==> src/rtl/mem_if_pkg.sv <==
// Purpose: shared memory-interface constants and the line-mover state enum.
// Used by the line mover and by the cache controller that drives it.
package mem_if_pkg;

   localparam int unsigned MEM_ADDR_LEN      = 11;
   localparam int unsigned MEM_LINE_ADDR_LEN = 3;
   localparam int unsigned MEM_LINE_WORDS    = 1 << MEM_LINE_ADDR_LEN;
   localparam int unsigned MEM_DATA_LEN      = 32;

   typedef enum logic [2:0] {
      IDLE  = 3'd0,
      READ  = 3'd1,
      DRAIN = 3'd2,
      WRITE = 3'd3,
      DONE  = 3'd4
   } mem_state_e;

endpackage

==> src/rtl/mem_line_mover_if.sv <==
// Purpose: request, cache line-buffer and memory bus of the line mover.
// Ports (signals):
//   req/req_we/req_line          transfer request from cache controller
//   busy/done                    transfer status
//   ld_valid/ld_idx/ld_data      refill words into the cache line buffer
//   st_idx/st_data               writeback word fetch from the cache
//   mem_addr/mem_wr_req/mem_wr_data/mem_rd_data  word memory port
// Modports: master = line mover, slave = controller/cache/memory side.
interface mem_line_mover_if
   import mem_if_pkg::*;
#(
   parameter int unsigned ADDR_LEN      = MEM_ADDR_LEN,
   parameter int unsigned LINE_ADDR_LEN = MEM_LINE_ADDR_LEN
) ();

   localparam int unsigned LINE_LEN = ADDR_LEN - LINE_ADDR_LEN;

   logic                     req;
   logic                     req_we;
   logic [LINE_LEN-1:0]      req_line;
   logic                     busy;
   logic                     done;
   logic                     ld_valid;
   logic [LINE_ADDR_LEN-1:0] ld_idx;
   logic [MEM_DATA_LEN-1:0]  ld_data;
   logic [LINE_ADDR_LEN-1:0] st_idx;
   logic [MEM_DATA_LEN-1:0]  st_data;
   logic [ADDR_LEN-1:0]      mem_addr;
   logic                     mem_wr_req;
   logic [MEM_DATA_LEN-1:0]  mem_wr_data;
   logic [MEM_DATA_LEN-1:0]  mem_rd_data;

   modport master (
      input  req, req_we, req_line, st_data, mem_rd_data,
      output busy, done, ld_valid, ld_idx, ld_data, st_idx,
             mem_addr, mem_wr_req, mem_wr_data
   );

   modport slave (
      output req, req_we, req_line, st_data, mem_rd_data,
      input  busy, done, ld_valid, ld_idx, ld_data, st_idx,
             mem_addr, mem_wr_req, mem_wr_data
   );

endinterface

==> src/rtl/mem_line_mover.sv <==
// Purpose: moves one cache line between the cache and a single-port word
// memory with 1-cycle registered read latency. Refill streams LINE_WORDS
// words memory->cache; writeback streams LINE_WORDS words cache->memory.
// Ports:
//   clk   rising-edge clock
//   rst   asynchronous active-high reset (aborts any transfer)
//   bus   mem_line_mover_if.master: request, line buffer and memory port
module mem_line_mover
   import mem_if_pkg::*;
#(
   parameter int unsigned ADDR_LEN      = MEM_ADDR_LEN,
   parameter int unsigned LINE_ADDR_LEN = MEM_LINE_ADDR_LEN
) (
   input logic               clk,
   input logic               rst,
   mem_line_mover_if.master  bus
);

   localparam int unsigned LINE_LEN = ADDR_LEN - LINE_ADDR_LEN;
   localparam logic [LINE_ADDR_LEN-1:0] CNT_LAST = '1;

   mem_state_e               state, state_nxt;
   logic [LINE_ADDR_LEN-1:0] cnt, cnt_nxt;
   logic                     pend, pend_nxt;
   logic [LINE_ADDR_LEN-1:0] pend_idx, pend_idx_nxt;
   logic [LINE_LEN-1:0]      line, line_nxt;

   // State and datapath registers
   always_ff @(posedge clk or posedge rst) begin
      if (rst) begin
         state    <= IDLE;
         cnt      <= '0;
         pend     <= 1'b0;
         pend_idx <= '0;
         line     <= '0;
      end else begin
         state    <= state_nxt;
         cnt      <= cnt_nxt;
         pend     <= pend_nxt;
         pend_idx <= pend_idx_nxt;
         line     <= line_nxt;
      end
   end

   // Next-state and output decode; direction is carried by the state itself
   always_comb begin
      state_nxt    = state;
      cnt_nxt      = cnt;
      pend_nxt     = pend;
      pend_idx_nxt = pend_idx;
      line_nxt     = line;

      bus.busy        = (state != IDLE);
      bus.done        = 1'b0;
      bus.ld_valid    = pend;
      bus.ld_idx      = pend_idx;
      bus.ld_data     = bus.mem_rd_data;
      bus.st_idx      = '0;
      bus.mem_addr    = '0;
      bus.mem_wr_req  = 1'b0;
      bus.mem_wr_data = '0;

      case (state)
         IDLE: begin
            if (bus.req) begin
               line_nxt  = bus.req_line;
               cnt_nxt   = '0;
               state_nxt = bus.req_we ? WRITE : READ;
            end
         end
         READ: begin
            // Word cnt returns from memory next cycle, tagged via pend_idx
            bus.mem_addr = {line, cnt};
            cnt_nxt      = LINE_ADDR_LEN'(cnt + 1'b1);
            pend_nxt     = 1'b1;
            pend_idx_nxt = cnt;
            if (cnt == CNT_LAST) state_nxt = DRAIN;
         end
         DRAIN: begin
            // Last read word is on ld_data this cycle
            pend_nxt  = 1'b0;
            state_nxt = DONE;
         end
         WRITE: begin
            bus.mem_addr    = {line, cnt};
            bus.st_idx      = cnt;
            bus.mem_wr_data = bus.st_data;
            bus.mem_wr_req  = 1'b1;
            cnt_nxt         = LINE_ADDR_LEN'(cnt + 1'b1);
            if (cnt == CNT_LAST) state_nxt = DONE;
         end
         DONE: begin
            bus.done  = 1'b1;
            state_nxt = IDLE;
         end
         default: state_nxt = IDLE;
      endcase
   end

endmodule

==> src/flat_wrapper.sv <==
// flat-port wrapper written by rule: the top's interface ports become plain ports
module mem_line_mover_flat import mem_if_pkg::*;
#(
   parameter int unsigned ADDR_LEN      = MEM_ADDR_LEN,
   parameter int unsigned LINE_ADDR_LEN = MEM_LINE_ADDR_LEN
)
  (clk, rst, bus_req, bus_req_we, bus_req_line, bus_st_data, bus_mem_rd_data, bus_busy, bus_done, bus_ld_valid, bus_ld_idx, bus_ld_data, bus_st_idx, bus_mem_addr, bus_mem_wr_req, bus_mem_wr_data);
  mem_line_mover_if #(.ADDR_LEN(ADDR_LEN), .LINE_ADDR_LEN(LINE_ADDR_LEN)) bus_i ();
  input logic clk;
  input logic rst;
  input wire logic [$bits(bus_i.req)-1:0] bus_req;
  input wire logic [$bits(bus_i.req_we)-1:0] bus_req_we;
  input wire logic [$bits(bus_i.req_line)-1:0] bus_req_line;
  input wire logic [$bits(bus_i.st_data)-1:0] bus_st_data;
  input wire logic [$bits(bus_i.mem_rd_data)-1:0] bus_mem_rd_data;
  output wire logic [$bits(bus_i.busy)-1:0] bus_busy;
  output wire logic [$bits(bus_i.done)-1:0] bus_done;
  output wire logic [$bits(bus_i.ld_valid)-1:0] bus_ld_valid;
  output wire logic [$bits(bus_i.ld_idx)-1:0] bus_ld_idx;
  output wire logic [$bits(bus_i.ld_data)-1:0] bus_ld_data;
  output wire logic [$bits(bus_i.st_idx)-1:0] bus_st_idx;
  output wire logic [$bits(bus_i.mem_addr)-1:0] bus_mem_addr;
  output wire logic [$bits(bus_i.mem_wr_req)-1:0] bus_mem_wr_req;
  output wire logic [$bits(bus_i.mem_wr_data)-1:0] bus_mem_wr_data;
  assign bus_i.req = bus_req;
  assign bus_i.req_we = bus_req_we;
  assign bus_i.req_line = bus_req_line;
  assign bus_i.st_data = bus_st_data;
  assign bus_i.mem_rd_data = bus_mem_rd_data;
  assign bus_busy = bus_i.busy;
  assign bus_done = bus_i.done;
  assign bus_ld_valid = bus_i.ld_valid;
  assign bus_ld_idx = bus_i.ld_idx;
  assign bus_ld_data = bus_i.ld_data;
  assign bus_st_idx = bus_i.st_idx;
  assign bus_mem_addr = bus_i.mem_addr;
  assign bus_mem_wr_req = bus_i.mem_wr_req;
  assign bus_mem_wr_data = bus_i.mem_wr_data;
  mem_line_mover #(.ADDR_LEN(ADDR_LEN), .LINE_ADDR_LEN(LINE_ADDR_LEN)) u_core (.clk(clk), .rst(rst), .bus(bus_i));
endmodule
==> config.mk <==
export PLATFORM = sky130hd
export DESIGN_NAME = mem_line_mover_flat
export DESIGN_NICKNAME = d
export VERILOG_FILES = /design/src/rtl/mem_if_pkg.sv /design/src/rtl/mem_line_mover_if.sv /design/src/rtl/mem_line_mover.sv /design/src/flat_wrapper.sv
export SDC_FILE = /design/constraint.sdc
export NUM_CORES = 1
export LEC_CHECK = 0
export CORE_MARGIN = 2
export CORE_UTILIZATION = 27
export CTS_BUF_LIST = sky130_fd_sc_hd__clkbuf_16
export DETAILED_ROUTE_END_ITERATION = 10
export PLACE_DENSITY = 0.92
export RECOVER_POWER = 100
export SLEW_MARGIN = 0
export SYNTH_ARGS = -nofsm -noshare
export SYNTH_HDL_FRONTEND = slang
export SYNTH_SLANG_ARGS = --single-unit
==> constraint.sdc <==
create_clock -name clk -period 1.8 [get_ports clk]
set_input_delay 0.45 -clock clk [delete_from_list [all_inputs] [get_ports clk]]
set_output_delay 0.45 -clock clk [all_outputs]
set_load 0.02 [all_outputs]
# After elaboration in Yosys (flattened, before gate mapping)
# Index checks and enable logic that the tools add are counted.
op_classes:
  eq_ne: 8
  muxes: 13
  reduce_logical: 8
  add_sub_neg: 1
op_table:
  columns: ["operator", "count"]
  rows:
  - ["2-to-1 mux 32 bit", 1]
  - ["2-to-1 mux 3 bit", 5]
  - ["one-hot mux 3 bit (4 select lines)", 1]
  - ["2-to-1 mux 11 bit", 1]
  - ["== test 3 x 2 -> 1 bit, second input constant", 2]
  - ["== test 3 bit, second input constant", 2]
  - ["one-hot mux 3 bit (2 select lines)", 1]
  - ["!= test 2 x 1 -> 1 bit, second input constant", 2]
  - ["AND reduction 2 bit", 2]
  - ["nonzero test 2 bit", 2]
  - ["adder 3 x 1 -> 3 bit, second input constant", 1]
  - ["== test 3 x 1 -> 1 bit, second input constant", 1]
  - ["zero test 3 bit", 1]
  - ["AND reduction 3 bit", 1]
  - ["nonzero test 3 bit", 1]
  - ["2-to-1 mux 1 bit", 2]
  - ["2-to-1 mux 2 bit", 1]
  - ["!= test 2 bit, second input constant", 1]
  - ["one-hot mux 1 bit (2 select lines)", 1]
  - ["OR reduction 2 bit", 1]
word_totals:
  in_bits: 76
  output_inout_bits: 85
  ff_bits: 18

# Longest topological paths before layout
# Gate-level depths: netlist of the first run.
depth:
  ltp_word: 4
  depth_mapped: 4

# Worst setup path before layout of the first run
# No wires, ideal clock.
synth_path:
  path_kind: "register -> output"
  startpoint: "register u_core.state[2]"
  endpoint: "output port bus_mem_wr_data[22]"
  arrival_time_ns: 1.384
  slack_ns: -0.034
  path_stages_with_launch: 5
  t_required_ns: 1.350
  cell_sequence: "dfrtp_1 and3b_1 clkbuf_1 clkbuf_1 and2_1"
synth_between:
  elab_chain_cells: 2
synth_lines:
  columns: ["item", "line", "rtl"]
  rows:
  - ["from (decl)", "mem_line_mover.sv:22", "mem_state_e state, state_nxt;"]
  - ["from (signal assigned)", "mem_line_mover.sv:37", "state <= state_nxt;"]
  - ["== test 3 x 2 -> 1 bit", "mem_line_mover.sv:63", "case (state)"]
  - ["2-to-1 mux 32 bit", "mem_line_mover.sv:63", null]
  - ["to (decl)", "flat_wrapper.sv:24", "output wire logic [$bits(bus_i.mem_wr_data)-1:0] bus_mem_wr_data;"]
# No other way between the ends.

# Worst setup path after layout of the first run
layout_path:
  startpoint: "register u_core.state[2]"
  endpoint: "output port bus_mem_wr_data[25]"
# Same word-level chain as after synthesis.

==> results of run 1 <==
[report_power, final]
| group | switching [mW] | leakage, nW | internal [mW] |
|---|---|---|---|
| Combinational | 1.07 | 0.792 | 1.13 |
| Sequential | 0.113 | 0.217 | 0.600 |
| Clock | 0.145 | 0.0385 | 0.295 |
[routing by layer]
| metal | up-vias | routed length, µm |
|---|---|---|
| li1 | 568 | - |
| met1 | 554 | 1320 |
| met2 | 77 | 2190 |
| met3 | 13 | 348 |
| met4 | 0 | 87 |
| met5 | - | 0 |
[area by class of cell]
type | count | area share (%)
well taps | 67 | 3.69
flip-flops and latches | 18 | 19.8
clock inverters | 1 | 0.165
multi-input cells | 80 | 27.5
repair buffers | 111 | 45.4
clock buffers | 3 | 3.30
inverters | 1 | 0.165
[state kept, by name, indices dropped and copies added, names as in the netlist]
signal               count
u_core.bus.ld_valid      1
u_core.line              8
u_core.bus.ld_idx        3
u_core.cnt               3
u_core.state             3
[stage by stage]
stage | setup slack, ps | cells | cell area, µm²
CTS | -42.7 | 280 | 2260
global placement | -323 | 275 | 2210
floorplan | 108 | 139 | 1340
global route | -105 | 281 | 2270
finish | -25.7 | 281 | 2270
detailed placement | -314 | 275 | 2210
[how the worst min path moves through the flow]
| stage | startpoint | cells past startpoint | endpoint |
|---|---|---|---|
| after floorplan | rst | 1 | u_core.bus.ld_idx[0] |
| after global placement | u_core.line[7] | 1 | u_core.line[7] |
| after detailed placement | u_core.line[6] | 1 | u_core.line[6] |
| after CTS | u_core.line[6] | 1 | u_core.line[6] |
| after global routing | u_core.line[6] | 1 | u_core.line[6] |
| final | u_core.line[6] | 1 | u_core.line[6] |
[worst max-delay path, cell delays in order (launching register included)]
cell     delay, ps
dfrtp_1        400
and3b_2        280
buf_12         150
and2_1         150
buf_4          140
[cell families (layout without fill, tap and decap cells)]
logic type | count (synthesis) | after routing | share of synthesized area (%)
adders and majority gates | 2 | 2 | 1.87
muxes | 12 | 12 | 10.1
DFF | 18 | 18 | 33.6
and+or+nand+nor | 58 | 58 | 29.3
buffers and inverters | 41 | 116 | 21.1
AOI/OAI and AO/OA | 8 | 8 | 4.02
[placed cells by master, fill, tap and decap left out, drive strengths merged, types with 2 or more instances in the layout]
| cell type | count |
|---|---|
| dfrtp | 18 |
| clkbuf | 10 |
| a21oi | 2 |
| buf | 57 |
| and2 | 45 |
| o21ai | 2 |
| nor3b | 2 |
| mux2 | 12 |
| a22o | 2 |
| and3b | 2 |
| clkdlybuf4s50 | 42 |
| dlygate4sd3 | 5 |
| ha | 2 |
[repair_timing]
action,in CTS,in global routing
gates resized for setup,259,14
hold endpoints to repair,0,0
gates cloned,0,0
setup buffers,1,1
setup endpoints to repair,49,42
pin swaps,1,0
==> impl_results.md, run 1 <==
- Status: finished, violations left
- Violations in the final reports: setup timing
- Met1 Usage GRT: 14.7%
- Final hold violation count: 0
- HP Class: register to register
- H-tree depth: 1
- Post-Syn Nets: ~220
- CTS Hold Bufs: 0
- Setup Viol. Count Final: 9
- Total iterations of the first detailed-routing run: 4
- Core Rows: 25
- Critical path capture point type: primary output
- Placer congestion estimate: about 0.7
- CTS tree: built
- Cts bufs inserted: 3
- Post-Route WL: around 3900 µm
- Post-synthesis register bit count: 18
- Root buffer cell: clkbuf_16
- Hold Slack: about 500 ps
- Most common cell in the netlist: and2_1
- Antenna fix cells: 0
- Routed len/inst: approximately 14 µm
- Final Critical Period: 1830 ps
- Combined area of the multi-input logic cells: 624 µm²
- GRT met3 Usage: under 10%
- Peak Freq: between 500 and 600 MHz
- Total global routing overflow: 0
- Share of layout cells above drive strength 1: about 38%
- Worst-Skew Late Latency: about 250 ps
- FF-to-FF Start: u_core.state[2]
- Core Box Area: approximately 4800 µm²
- Final Max Slew Viols: 0
- Mapped Cells: about 140
- GR Util met2: 25.5%
- GRT Max-Usage Layer: met2
- Register area share after synthesis: 33.6%
- Reg-to-reg slack, setup: 100 ps
- Rel. slew slack: between 30% and 40%
- Most frequent cells after synthesis: and2_1 (45), buf_4 (32), dfrtp_1 (18)
- Initial Utilization: between 20% and 30%
- Die ar.: about 5500 µm²
- Worst Setup Path Type: register to primary output
- Largest net degree at the start of global routing: 31
- Ys flop type: dfrtp_1
- Top post-synthesis cells by area: dfrtp_1 (34%), and2_1 (21%), buf_4 (18%)
- Actual slew at the worst max-slew pin: about 960 ps
- Sink Count: 18
- Reg-to-reg endpoint: u_core.line[0]
- Yosys top cell by area: dfrtp_1
- Initial antenna violation count: 0
- Max rail drop VDD: 0.906 mV
- Die Ht: between 70 and 80 µm
- Area of the mapped netlist: between 1000 and 1500 µm²
- First-pass GRT wire length: 5770 µm
- I/O pin cnt: 161
- Fin Clk Skew: ~1.8 ps
- Vias: between 1000 and 1500
- Setup crit start kind: register
- Syn Area/Cell: 9.63 µm²
- Worst R2R Path Depth: 5
- Nets@finish: 293
- Clk buf depth: 2
- Yosys cell types: 25
- Post-route ant nets: 0
- Number of max-cap violations: 0
- Async SR Flop Fraction: between 90% and 100%
- Vias in the first global route: ~1200
- Leak pwr: 1.05 nW
- Reg area: roughly 450 µm²
- Share of the synthesized area in the top cell type: around a third
- Final worst path period share: 101%
- Crit. Startpoint: u_core.state[2]
- PwrDens: around 1500 nW/µm²
- Port Buffers: between 90 and 100
- All-layer global routing usage: between 10% and 20%
- Post-synth EDFFs: 0
- Die Wd: roughly 74 µm
- Worst-path maximum fanout: 30
- Clk slew on worst S/H paths: roughly 50 ps
- Syn. warnings: 0
- Total power: about 3.4 mW
- Setup ws final: -25.7 ps
- Critical Path Sink: bus_mem_wr_data[25]
- Critical path required time: ~1400 ps
- Unrepaired setup endpoints after global routing: true
- Area growth syn-to-layout: 69.7%
- Hpwl dp: 3400 µm
- Via/cell ratio: 4.31
- Number of DRC markers in iteration 0: 10
- DRC: 0
- Setup_tns: -63.5 ps
- Worst Path Arrival: about 1400 ps
- Layout Utilization: between 40 and 50%
- Filler cell count: about 460
No activity file was read; power rests on OpenSTA's default activity.
==> inputs of run 2 (changes only) <==
--- a/config.mk
+++ b/config.mk
@@ -6,10 +6,10 @@
 export NUM_CORES = 1
 export LEC_CHECK = 0
 export CORE_MARGIN = 2
-export CORE_UTILIZATION = 27
+export CORE_UTILIZATION = 29
 export CTS_BUF_LIST = sky130_fd_sc_hd__clkbuf_16
 export DETAILED_ROUTE_END_ITERATION = 10
-export PLACE_DENSITY = 0.92
+export PLACE_DENSITY = 0.95
 export RECOVER_POWER = 100
 export SLEW_MARGIN = 0
 export SYNTH_ARGS = -nofsm -noshare
==> constraint.sdc (replaced) <==
create_clock -name clk -period 2.1 [get_ports clk]
set_input_delay 0.525 -clock clk [delete_from_list [all_inputs] [get_ports clk]]
set_output_delay 0.525 -clock clk [all_outputs]
set_load 0.02 [all_outputs]
==> run 2 against run 1 <==
The run now ends clean. Non-clock buffer count shrank 6. Critical path depth unchanged. Final cell count is 7.5% lower. Final area decreased by 8.4%. Clock skew increased by 0.62 ps. Largest power group unchanged.
==> impl_results.md, run 2 (same netlist as run 1, synthesis figures left out) <==
- Peak Freq: between 400 and 500 MHz
- Total global routing overflow: 0 (unchanged)
- Largest net degree at the start of global routing: 31 (unchanged)
- Status: finished, final reports clean (was finished, violations left)
- Most frequent cells in the layout: and2_1 (45), clkdlybuf4s50_1 (41), clkbuf_2 (25), dfrtp_1 (17), dlygate4sd2_1 (16) (was and2_1 (43), clkdlybuf4s50_1 (42), buf_6 (32), dfrtp_1 (18), buf_4 (13))
- DRC: 0 (unchanged)
- Commonest non-fill, non-tap cell in the layout: and2_1 (unchanged)
- Largest register FFs: 8 (unchanged)
- Total iterations of the first detailed-routing run: 2 (was 4)
- Total power: 2.66 mW (was 3.35 mW)
- Cts bufs inserted: 3 (unchanged)
- DP Area: 2170 µm² (was 2210 µm²)
- PwrDens: 1280 nW/µm² (was 1480 nW/µm²)
- Root buffer cell: clkbuf_16 (unchanged)
- H-tree depth: 1 (unchanged)
- Worst Hold Endpoint: u_core.bus.ld_idx[1] (was u_core.line[6])
- FF-to-FF Start: u_core.state[2] (unchanged)
- Core Box Area: 4410 µm² (was 4750 µm²)
- I/O pin cnt: 161 (unchanged)
- Critical path required time: 1570 ps (was 1350 ps)
- Placer congestion estimate: 0.711 (was 0.705)
- Die ar.: 5180 µm² (was 5540 µm²)
- Fin Clk Skew: 2.38 ps (was 1.76 ps)
- Final Critical Period: 2060 ps
- Antenna fix cells: 0 (unchanged)
- Via/cell ratio: 4.55 (was 4.31)
- Setup Viol. Count Final: 0 (was 9)
- CTS tree: built (unchanged)
- Worst-path maximum fanout: 5 (was 30)
- Worst Setup Path Type: register to primary output (unchanged)
- CTS Hold Bufs: 0 (unchanged)
- Hold Slack: 494 ps (was 493 ps)
- Biggest register: u_core.line (unchanged)
- Area growth syn-to-layout: 55.4% (was 69.7%)
- Place WS: -149 ps (was -314 ps)
- Final Max Slew Viols: 0 (unchanged)
- First-pass GRT wire length: 6110 µm (was 5770 µm)
- Setup ws final: 44.1 ps (was -25.7 ps)
- Initial antenna violation count: 0 (unchanged)
- Number of DRC markers in iteration 0: 13 (was 10)
- Vias: 1182 (was 1212)
- Clk slew on worst S/H paths: 50 ps (about the same)
- Initial Utilization: 30.3% (was 28.2%)
- Hold path depth: 1 (unchanged)
- Actual slew at the worst max-slew pin: 694 ps (was 963 ps)
- Sink Count: 18 (unchanged)
- All-layer global routing usage: 15.6% (was 13.7%)
- Port Buffers: 96 (unchanged)
- Hpwl dp: 3430 µm (was 3400 µm)
- Final worst path period share: 97.9%
- Worst-Skew Late Latency: 250 ps (about the same)
- Die Ht: 71.9 µm (was 74.4 µm)
- Critical path capture point type: primary output (unchanged)
- Setup crit start kind: register (unchanged)
- Worst Path Arrival: 1530 ps (was 1380 ps)
- Setup bufs post-CTS: 0 (was 1)
- Vias in the first global route: 1201 (was 1192)
- Clk buf depth: 2 (unchanged)
- Core Rows: 24 (was 25)
- Reg-to-reg slack, setup: 320 ps (was 100 ps)
- HP Class: register to register (unchanged)
- Number of max-cap violations: 0 (unchanged)
- Routed len/inst: 15.6 µm (was 14.0 µm)
- Post-Route WL: 4060 µm (was 3940 µm)
- Final hold violation count: 0 (unchanged)
- Leak pwr: 1.01 nW (was 1.05 nW)
- Rel. slew slack: 53.7% (was 35.8%)
- Hold Path Origin: u_core.bus.ld_idx[1] (was u_core.line[6])
- Die Wd: 71.9 µm (was 74.4 µm)
- Design area: 2080 µm² (was 2270 µm²)
- Worst R2R Path Depth: 4 (was 5)
- Post-route ant nets: 0 (unchanged)
- Share of layout cells above drive strength 1: 26.0% (was 37.9%)
- Reg-to-reg endpoint: u_core.line[5] (was u_core.line[0])
- Max rail drop VDD: 0.686 mV (was 0.906 mV)
- Nets@finish: 287 (was 293)
[run 2: final cells by class]
type / instances / area [µm²]
Clock buffer: 3 / 75.1
Multi-Input combinational cell: 80 / 594
Fill cell: 445 / 2330
Tap cell: 52 / 65.1
Sequential cell: 18 / 452
Timing Repair Buffer: 105 / 887
Inverter: 1 / 3.75
Clock inverter: 1 / 3.75
[run 2: layer usage]
| layer | up-vias | GRT usage (%) | wire, µm |
|---|---|---|---|
| met2 | 76 | 30.3 | 2210 |
| met4 | 0 | 7.76 | 153 |
| met3 | 17 | 6.39 | 471 |
| met5 | - | 0 | 0 |
| li1 | 551 | - | - |
| met1 | 538 | 13.5 | 1230 |
[run 2: how the worst max path moves through the flow]
stage                    startpoint             endpoint  slack (ps)  depth (start not counted)
floorplan           u_core.state[2]  bus_mem_wr_data[22]         190                          4
global route        u_core.state[0]   bus_mem_wr_data[9]          -2                          4
global placement    bus_st_data[16]  bus_mem_wr_data[16]        -140                          3
detailed placement  bus_st_data[13]  bus_mem_wr_data[13]        -150                          3
CTS                 u_core.state[2]  bus_mem_wr_data[23]         0.9                          4
finish              u_core.state[0]   bus_mem_wr_data[9]          40                          4
[run 2: per-stage QoR]
stage          util (%)  TNS (ps)  cells
6_report           47.1         0    260
2_1_floorplan         -         0    139
5_1_grt            47.1     -2.23    260
3_5_place_dp       49.1     -4300    256
3_3_place_gp       49.1     -3810    256
4_1_cts            50.5         0    260
[run 2: power by group]
group / switching [mW] / internal [mW] / total, mW
sequential: 0.106 / 0.516 / 0.621
clock: 0.130 / 0.253 / 0.383
combinational: 0.857 / 0.798 / 1.66
total: 1.09 / 1.57 / 2.66
[run 2: worst max-delay path, stage by stage, from the launching register on]
cell and delay (ps):
dfrtp_2 430, and3b_2 250, buf_4 150, and2_1 140, dlygate4sd2_1 310
[run 2: timing repair]
| action | CTS | global route |
|---|---|---|
| cloned | 0 | 0 |
| gates resized for setup | 85 | 31 |
| setup endpoints to repair | 49 | 34 |
